<file path="src/rtl/RV_pkg.sv">
// RV_pkg: shared memory-op encodings and the data-memory arbiter state type.
package RV_pkg;
    typedef enum logic {MEMOP_READ = 1'b0, MEMOP_WRITE = 1'b1} MemOpType;
    typedef enum logic [1:0] {MEMSIZE_BYTE = 2'd0, MEMSIZE_HALF = 2'd1, MEMSIZE_WORD = 2'd2} MemSizeType;
    typedef enum logic [1:0] {IDLE = 2'd0, ADDR = 2'd1, DATA = 2'd2} DmemArbStateType;
endpackage

</file>
<file path="src/rtl/rv_dmem_arbiter.sv">
// rv_dmem_arbiter: two-master arbiter for the split address/data memory port with a hang watchdog.
module rv_dmem_arbiter
    import RV_pkg::*;
#(
    parameter int TIMEOUT_CYCLES = 256,
    parameter bit FIXED_PRIO     = 1'b0
) (
    input  logic        clk,
    input  logic        rst,
    input  logic        m0_addr_vld,
    input  logic [31:0] m0_addr,
    input  logic        m0_op,
    input  logic [1:0]  m0_size,
    input  logic        m0_wdata_vld,
    input  logic [31:0] m0_wdata,
    output logic        m0_addr_rsp,
    output logic        m0_data_rsp,
    output logic [31:0] m0_rdata,
    output logic        m0_err,
    input  logic        m1_addr_vld,
    input  logic [31:0] m1_addr,
    input  logic        m1_op,
    input  logic [1:0]  m1_size,
    input  logic        m1_wdata_vld,
    input  logic [31:0] m1_wdata,
    output logic        m1_addr_rsp,
    output logic        m1_data_rsp,
    output logic [31:0] m1_rdata,
    output logic        m1_err,
    output logic        mem_addr_vld,
    output logic [31:0] mem_addr,
    output logic        mem_op,
    output logic [1:0]  mem_size,
    output logic        mem_wdata_vld,
    output logic [31:0] mem_wdata,
    input  logic        mem_addr_rsp,
    input  logic        mem_data_rsp,
    input  logic [31:0] mem_rdata
);
    localparam int WdW = TIMEOUT_CYCLES > 1 ? $clog2(TIMEOUT_CYCLES) : 1;

    DmemArbStateType state;
    logic            gnt;
    logic            rr_last;
    logic [WdW-1:0]  wd_cnt;
    logic            busy, inAddr, inData, timeout, done;
    logic            addrRsp, dataRsp, errPulse;
    logic [31:0]     rdata;
    logic            selAddrVld, selOp, selWdataVld;
    logic [31:0]     selAddr, selWdata;
    logic [1:0]      selSize;

    function automatic logic pickWinner(input logic r0, input logic r1, input logic last);
        return (r0 && r1) ? (FIXED_PRIO ? 1'b0 : !last) : (r1 && !r0);
    endfunction

    assign busy    = state != IDLE;
    assign inAddr  = state == ADDR;
    assign inData  = state == DATA;
    assign timeout = (TIMEOUT_CYCLES != 0) && busy && (wd_cnt == WdW'(TIMEOUT_CYCLES - 1));
    // An address phase only completes early when both responses coincide.
    assign done    = mem_data_rsp && (inData || (inAddr && mem_addr_rsp));

    assign addrRsp  = inAddr && (mem_addr_rsp || timeout);
    assign dataRsp  = done || timeout;
    assign errPulse = timeout && !done;
    assign rdata    = done ? mem_rdata : 32'h0;

    assign selAddrVld  = gnt ? m1_addr_vld  : m0_addr_vld;
    assign selAddr     = gnt ? m1_addr      : m0_addr;
    assign selOp       = gnt ? m1_op        : m0_op;
    assign selSize     = gnt ? m1_size      : m0_size;
    assign selWdataVld = gnt ? m1_wdata_vld : m0_wdata_vld;
    assign selWdata    = gnt ? m1_wdata     : m0_wdata;

    assign m0_addr_rsp = addrRsp && !gnt;
    assign m0_data_rsp = dataRsp && !gnt;
    assign m0_err      = errPulse && !gnt;
    assign m0_rdata    = gnt ? 32'h0 : rdata;
    assign m1_addr_rsp = addrRsp && gnt;
    assign m1_data_rsp = dataRsp && gnt;
    assign m1_err      = errPulse && gnt;
    assign m1_rdata    = gnt ? rdata : 32'h0;

    assign mem_addr_vld  = inAddr && selAddrVld && !timeout;
    assign mem_addr      = busy ? selAddr : 32'h0;
    assign mem_op        = busy && selOp;
    assign mem_size      = busy ? selSize : 2'b00;
    assign mem_wdata_vld = inData && selWdataVld;
    assign mem_wdata     = inData ? selWdata : 32'h0;

    always_ff @(posedge clk) begin
        if (rst) begin
            state   <= IDLE;
            gnt     <= 1'b0;
            rr_last <= 1'b1;
            wd_cnt  <= '0;
        end else if (!busy) begin
            wd_cnt <= '0;
            if (m0_addr_vld || m1_addr_vld) begin
                gnt   <= pickWinner(m0_addr_vld, m1_addr_vld, rr_last);
                state <= ADDR;
            end
        end else begin
            wd_cnt <= wd_cnt + WdW'(1);
            if (done || timeout) begin
                state   <= IDLE;
                rr_last <= gnt;
            end else if (inAddr && mem_addr_rsp) begin
                state <= DATA;
            end
        end
    end

    // A data response before the address is accepted is a memory protocol error.
    assert property (@(posedge clk) disable iff (rst) !(inAddr && mem_data_rsp && !mem_addr_rsp));
endmodule

</file>
<file path="config.mk">
export PLATFORM = sky130hd
export DESIGN_NAME = rv_dmem_arbiter
export DESIGN_NICKNAME = d
export VERILOG_FILES = /design/src/rtl/RV_pkg.sv /design/src/rtl/rv_dmem_arbiter.sv
export SDC_FILE = /design/constraint.sdc
export NUM_CORES = 1
export LEC_CHECK = 0
export BUFFER_PORTS_ARGS = -buffer_cell sky130_fd_sc_hd__buf_4
export CORE_AREA = 2 2 122 124
export DETAILED_ROUTE_END_ITERATION = 16
export DIE_AREA = 0 0 124 126
export GPL_TIMING_DRIVEN = 0
export PLACE_DENSITY = 0.5
export SKIP_CTS_REPAIR_TIMING = 1
export SYNTH_ARGS = -nofsm -noshare
export SYNTH_HDL_FRONTEND = slang
export SYNTH_SLANG_ARGS = --single-unit
export TNS_END_PERCENT = 20
</file>
<file path="constraint.sdc">
create_clock -name clk -period 1.8 [get_ports clk]
set_clock_uncertainty 0.15 [all_clocks]
set_input_delay 0.36 -clock clk [delete_from_list [all_inputs] [get_ports clk]]
set_output_delay 0.36 -clock clk [all_outputs]
set_load 0.1 [all_outputs]
</file>
After elaboration in Yosys (flattened, before gate mapping)

Index checks and enable logic that the tools add are counted.

Output and inout bits: 139
Logic and storage cells: 59
Register bits: 12

Reduce and logical (&&, ||, !) cells: 32
Bitwise operators: 1
Mux-type cells: 17
Equal/unequal tests: 4
$add $sub $neg: 1

Operators by type and width:

| operator                                            | number |
|---|---|
| two-way mux 32 bit                                  | 7 |
| logical AND 1 bit                                   | 17 |
| two-way mux 2 bit                                   | 6 |
| adder 8 x 1 -> 8 bit, second input constant         | 1 |
| equality test 8 bit, second input constant          | 1 |
| AND reduction 2 bit                                 | 3 |
| logical NOT 1 bit                                   | 5 |
| logical OR 1 bit                                    | 4 |
| two-way mux 1 bit                                   | 4 |
| nonzero test 2 bit                                  | 2 |
| != test 3 x 1 -> 1 bit, second input constant       | 1 |
| equality test 2 x 1 -> 1 bit, second input constant | 1 |
| equality test 2 bit, second input constant          | 1 |
| OR reduction 2 bit                                  | 1 |
| NOT 1 bit                                           | 1 |

Longest topological paths before layout

Word-level depth: 7
Gate-level depth with buffers: 6

Least setup slack after synthesis

Ideal clock, no wire load.

Path kind: reg-to-output
Start point: register state[0]
End point: output port m0_err
Path slack: -2.398 ns
Required time: 1.290 ns
Data arrival time: 3.688 ns
Path buffers: 2
Stages on the path, launching flop included: 6
Path through: dfxtp_1 -> nand2b_1 -> buf_6 -> a21boi_4 -> clkbuf_2 -> nor4_1

Longest elaborated chain between the ends: 7

Ends and longest elaborated chain:

| element                      | RTL line               | text |
|---|---|---|
| start, declared              | rv_dmem_arbiter.sv:42  | `DmemArbStateType state;` |
| start signal, assigned       | rv_dmem_arbiter.sv:94  | `state <= IDLE;` |
| start signal, assigned       | rv_dmem_arbiter.sv:102 | `state <= ADDR;` |
| start signal, assigned       | rv_dmem_arbiter.sv:107 | `state <= IDLE;` |
| equality test 2 x 1 -> 1 bit | rv_dmem_arbiter.sv:58  | `assign inAddr = state == ADDR;` |
| logical AND 1 bit            | rv_dmem_arbiter.sv:62  | `assign done = mem_data_rsp && (inData \|\| (inAddr && mem_addr_rsp));` |
| logical OR 1 bit             | rv_dmem_arbiter.sv:62  |  |
| logical AND 1 bit            | rv_dmem_arbiter.sv:62  |  |
| logical NOT 1 bit            | rv_dmem_arbiter.sv:66  | `assign errPulse = timeout && !done;` |
| logical AND 1 bit *          | rv_dmem_arbiter.sv:66  |  |
| logical AND 1 bit *          | rv_dmem_arbiter.sv:78  | `assign m0_err = errPulse && !gnt;` |
| end, declared                | rv_dmem_arbiter.sv:19  | `output logic m0_err,` |

Every way passes the cells marked *; elsewhere a longest branch is shown, timed or not.

Final worst setup path

Start point: register state[1]
End point: output port m0_rdata[5]

Longest elaborated chain between the ends: 6

Ends and longest elaborated chain:

| element                      | RTL line              | text |
|---|---|---|
| equality test 2 x 1 -> 1 bit | rv_dmem_arbiter.sv:58 |  |
| logical AND 1 bit            | rv_dmem_arbiter.sv:62 |  |
| logical OR 1 bit *           | rv_dmem_arbiter.sv:62 |  |
| logical AND 1 bit *          | rv_dmem_arbiter.sv:62 |  |
| two-way mux 32 bit *         | rv_dmem_arbiter.sv:67 | `assign rdata = done ? mem_rdata : 32'h0;` |
| two-way mux 32 bit *         | rv_dmem_arbiter.sv:79 | `assign m0_rdata = gnt ? 32'h0 : rdata;` |
| end, declared                | rv_dmem_arbiter.sv:18 | `output logic [31:0] m0_rdata,` |

Marked as above.

==> flow_summary.toml <==
[run_status]
outcome = "finished, violations left"
violations = "setup timing"

[worst_hold_path]
hp-start = "rst"
hold_class = "input pin to register"
hold_path_depth = 2

[cells_and_area]
final_cell_mix = "buf_4, mux2i_1, nor2_2"
drive_above_1_share_pct = 76.3
diodes = 0
areaGrowthSynthToFinish_pct = 206
nNetsFinal = 805
final_common_cell = "buf_4"
instances_no_fill = 813
fillers = 1426

[setup_path]
crit_path_end = "m0_rdata[5]"
path_depth = 5
cp.arrival_ps = 1880
slowest_delay_ps = 370
r2r-start = "state[1]"
critPathLaunch = "state[1]"
r2r_cells = 5
cp_slowest_cell = "dfxtp_4"
start_kind = "register"
crit_family = "buffers and inverters"
path_cells = "nand3b_1 > a21boi_4 > buf_2 > and3_1 > buf_6"
worst_setup_path_end_kind = "primary output"
cp_max_fo = 10
required_ps = 1290
crit_type = "register to primary output"
critPathBufInv = 2
reg2reg_to = "rr_last"
rrSetupSlack_ps = 280

[timing]
setup_slack_ps = -586
post-route-period-util_pct = 133
hold_violations = 0
min_period_ps = 2390
rsz0062_at_grt = "yes"
setup_viol = 139
maxSlewViolCount = 0
worst_slew_pin_slew_ps = 455
fmax_mhz = 419
max_slew_margin_pct = 69.7

[synth]
synth_edf_count = 0
ys_warn_count = 0
yosysTopAreaCellShare_pct = 33.6
syn_inst = 301
synth_area_per_cell_um2 = 6.93
ys_seq_elements = 12
async_flop_share_pct = 0
synthTopCellsByArea = "mux2i_1, and3_1, nor2_1"
synth.distinct_cells = 30
synth_ff_type = "dfxtp_1"
synth_nets = 476
synth_area_um2 = 2080
synth.largest_area_cell = "mux2i_1"
ys_seq_area_share_pct = 11.5

[die]
die_y_um = 126
fp-row-count = 44
ios = 313
dieArea_um2 = 15600
start_util_pct = 14.6
fp.dieW_um = 124
coreArea_um2 = 14300

[route]
wl_um = 13900
via_per_inst = 4.36
drt_iter0_drc = 119
vias = 3541
wl_per_cell_um = 17.1
drt-pass1-iter-count = 4
ant_nets = 0
post-route-drc-count = 0

[power]
p_sw_uw = 1960
finalPower_uw = 3540
p_sw_share_pct = 55.5
power_frac_comb_pct = 78.8
power.density_nw_per_um2 = 554
p_clk_share_pct = 12.8
power_frac_seq_pct = 8.4
p_leak_uw = 0.00293
internal_power_uw = 1580
ir_worst_vdd_v = 0.000263

[place]
io_buffers = 312
dp.cells = 797
place.gp.congestion = 0.867
hpwl_um = 11000

[cts]
root_buffer = "clkbuf_16"
clock_sinks = 12
cts_tree = "built"
numCtsBuffers = 3
htreeDepth = 1
clk_latency_ps = 240
cts_buffer_depth = 2
cts.clk_slew.worst_paths_ps = 50

[grt]
grt_usage_pct = 14.9
grt_pass1_vias = 3512
antenna_found_initial = 0
overflow = 0
grt_pass1_wl_um = 18500
grt_max_degree = 11

[job]
cap_violations = 0
## cell usage after synthesis, drive strengths merged (2+ instances only)
| cell type | count |
|---|---|
| nor2 | 85 |
| nand4 | 3 |
| and3 | 64 |
| xor2 | 4 |
| nor4 | 3 |
| o21ai | 3 |
| a21oi | 4 |
| clkbuf | 17 |
| nand2b | 2 |
| dfxtp | 12 |
| mux2i | 70 |
| nand3 | 4 |
| nand2 | 3 |
| buf | 14 |
| inv | 2 |
## logic make-up (layout without fill, tap and decap cells)
logic type / count (synthesis) / after routing / synth area share, %
AOI/OAI and AO/OA: 9 / 9 / 2.88
DFF: 12 / 12 / 11.5
xor gates and xnor gates: 5 / 5 / 2.10
muxes: 70 / 70 / 33.6
and+or+nand+nor: 171 / 171 / 40.8
adders and majority gates: 1 / 1 / 0.600
buffers and inverters: 33 / 361 / 8.46
## cell type report
class	instances	area, um^2	share of cell area, %
Clock buffer	4	88.8	1.39
Multi-Input combinational cell	256	2180	34.2
Tap cell	184	230	3.61
Inverter	2	11.3	0.177
Buffer	30	319	5.00
Sequential cell	12	254	3.98
Timing Repair Buffer	325	3290	51.6
## flip-flops by register name (all words and copies together), names as in the netlist
name     cells
gnt          1
rr_last      1
state        2
wd_cnt       8
## how the worst min path moves through the flow
| stage | end |
|---|---|
| final | state[0] |
| after global routing | gnt |
| after floorplan | state[0] |
| after global placement | wd_cnt[0] |
| after CTS | state[0] |
| after detailed placement | wd_cnt[0] |
## metal layers
metal	wire length, um	vias to the layer above	part of all wire, %	track usage, %
met5	0	-	0	0
met4	182	0	1.3	2.64
met3	906	16	6.5	2.85
met2	7790	158	56	28.5
met1	5030	1659	36	17.1
li1	-	1708	-	-
## power by group through the flow
stage | Combinational (uW) | Clock (uW) | Sequential, uW
finish | 2790 | 454 | 298
detailed placement | 2440 | 0 | 298
global placement | 2420 | 0 | 298
floorplan | 1760 | 0 | 295
global route | 2890 | 471 | 300
CTS | 2450 | 457 | 293
## worst register-to-register path, cell delays in order (launching register included)
cell      delay [ps]
dfxtp_4          370
nand3b_1         230
a21boi_4         270
buf_8            190
nor2_4            80
mux2i_1          130
## metrics by stage
| stage | instance area (um^2) | util, % | TNS, ps | hold slack [ps] | worst slack [ps] |
|---|---|---|---|---|---|
| after floorplan | 2470 | - | -56860 | 272 | -613 |
| after detailed placement | 5040 | 35.2 | -48120 | 325 | -562 |
| after global routing | 6380 | 44.6 | -56830 | 189 | -645 |
| final | 6380 | 44.6 | -47640 | 187 | -586 |
| after global placement | 5040 | 35.2 | -45650 | 315 | -519 |
| after CTS | 5130 | 35.9 | -83310 | 190 | -825 |
Note: power is estimated with default switching activity, not from simulation.
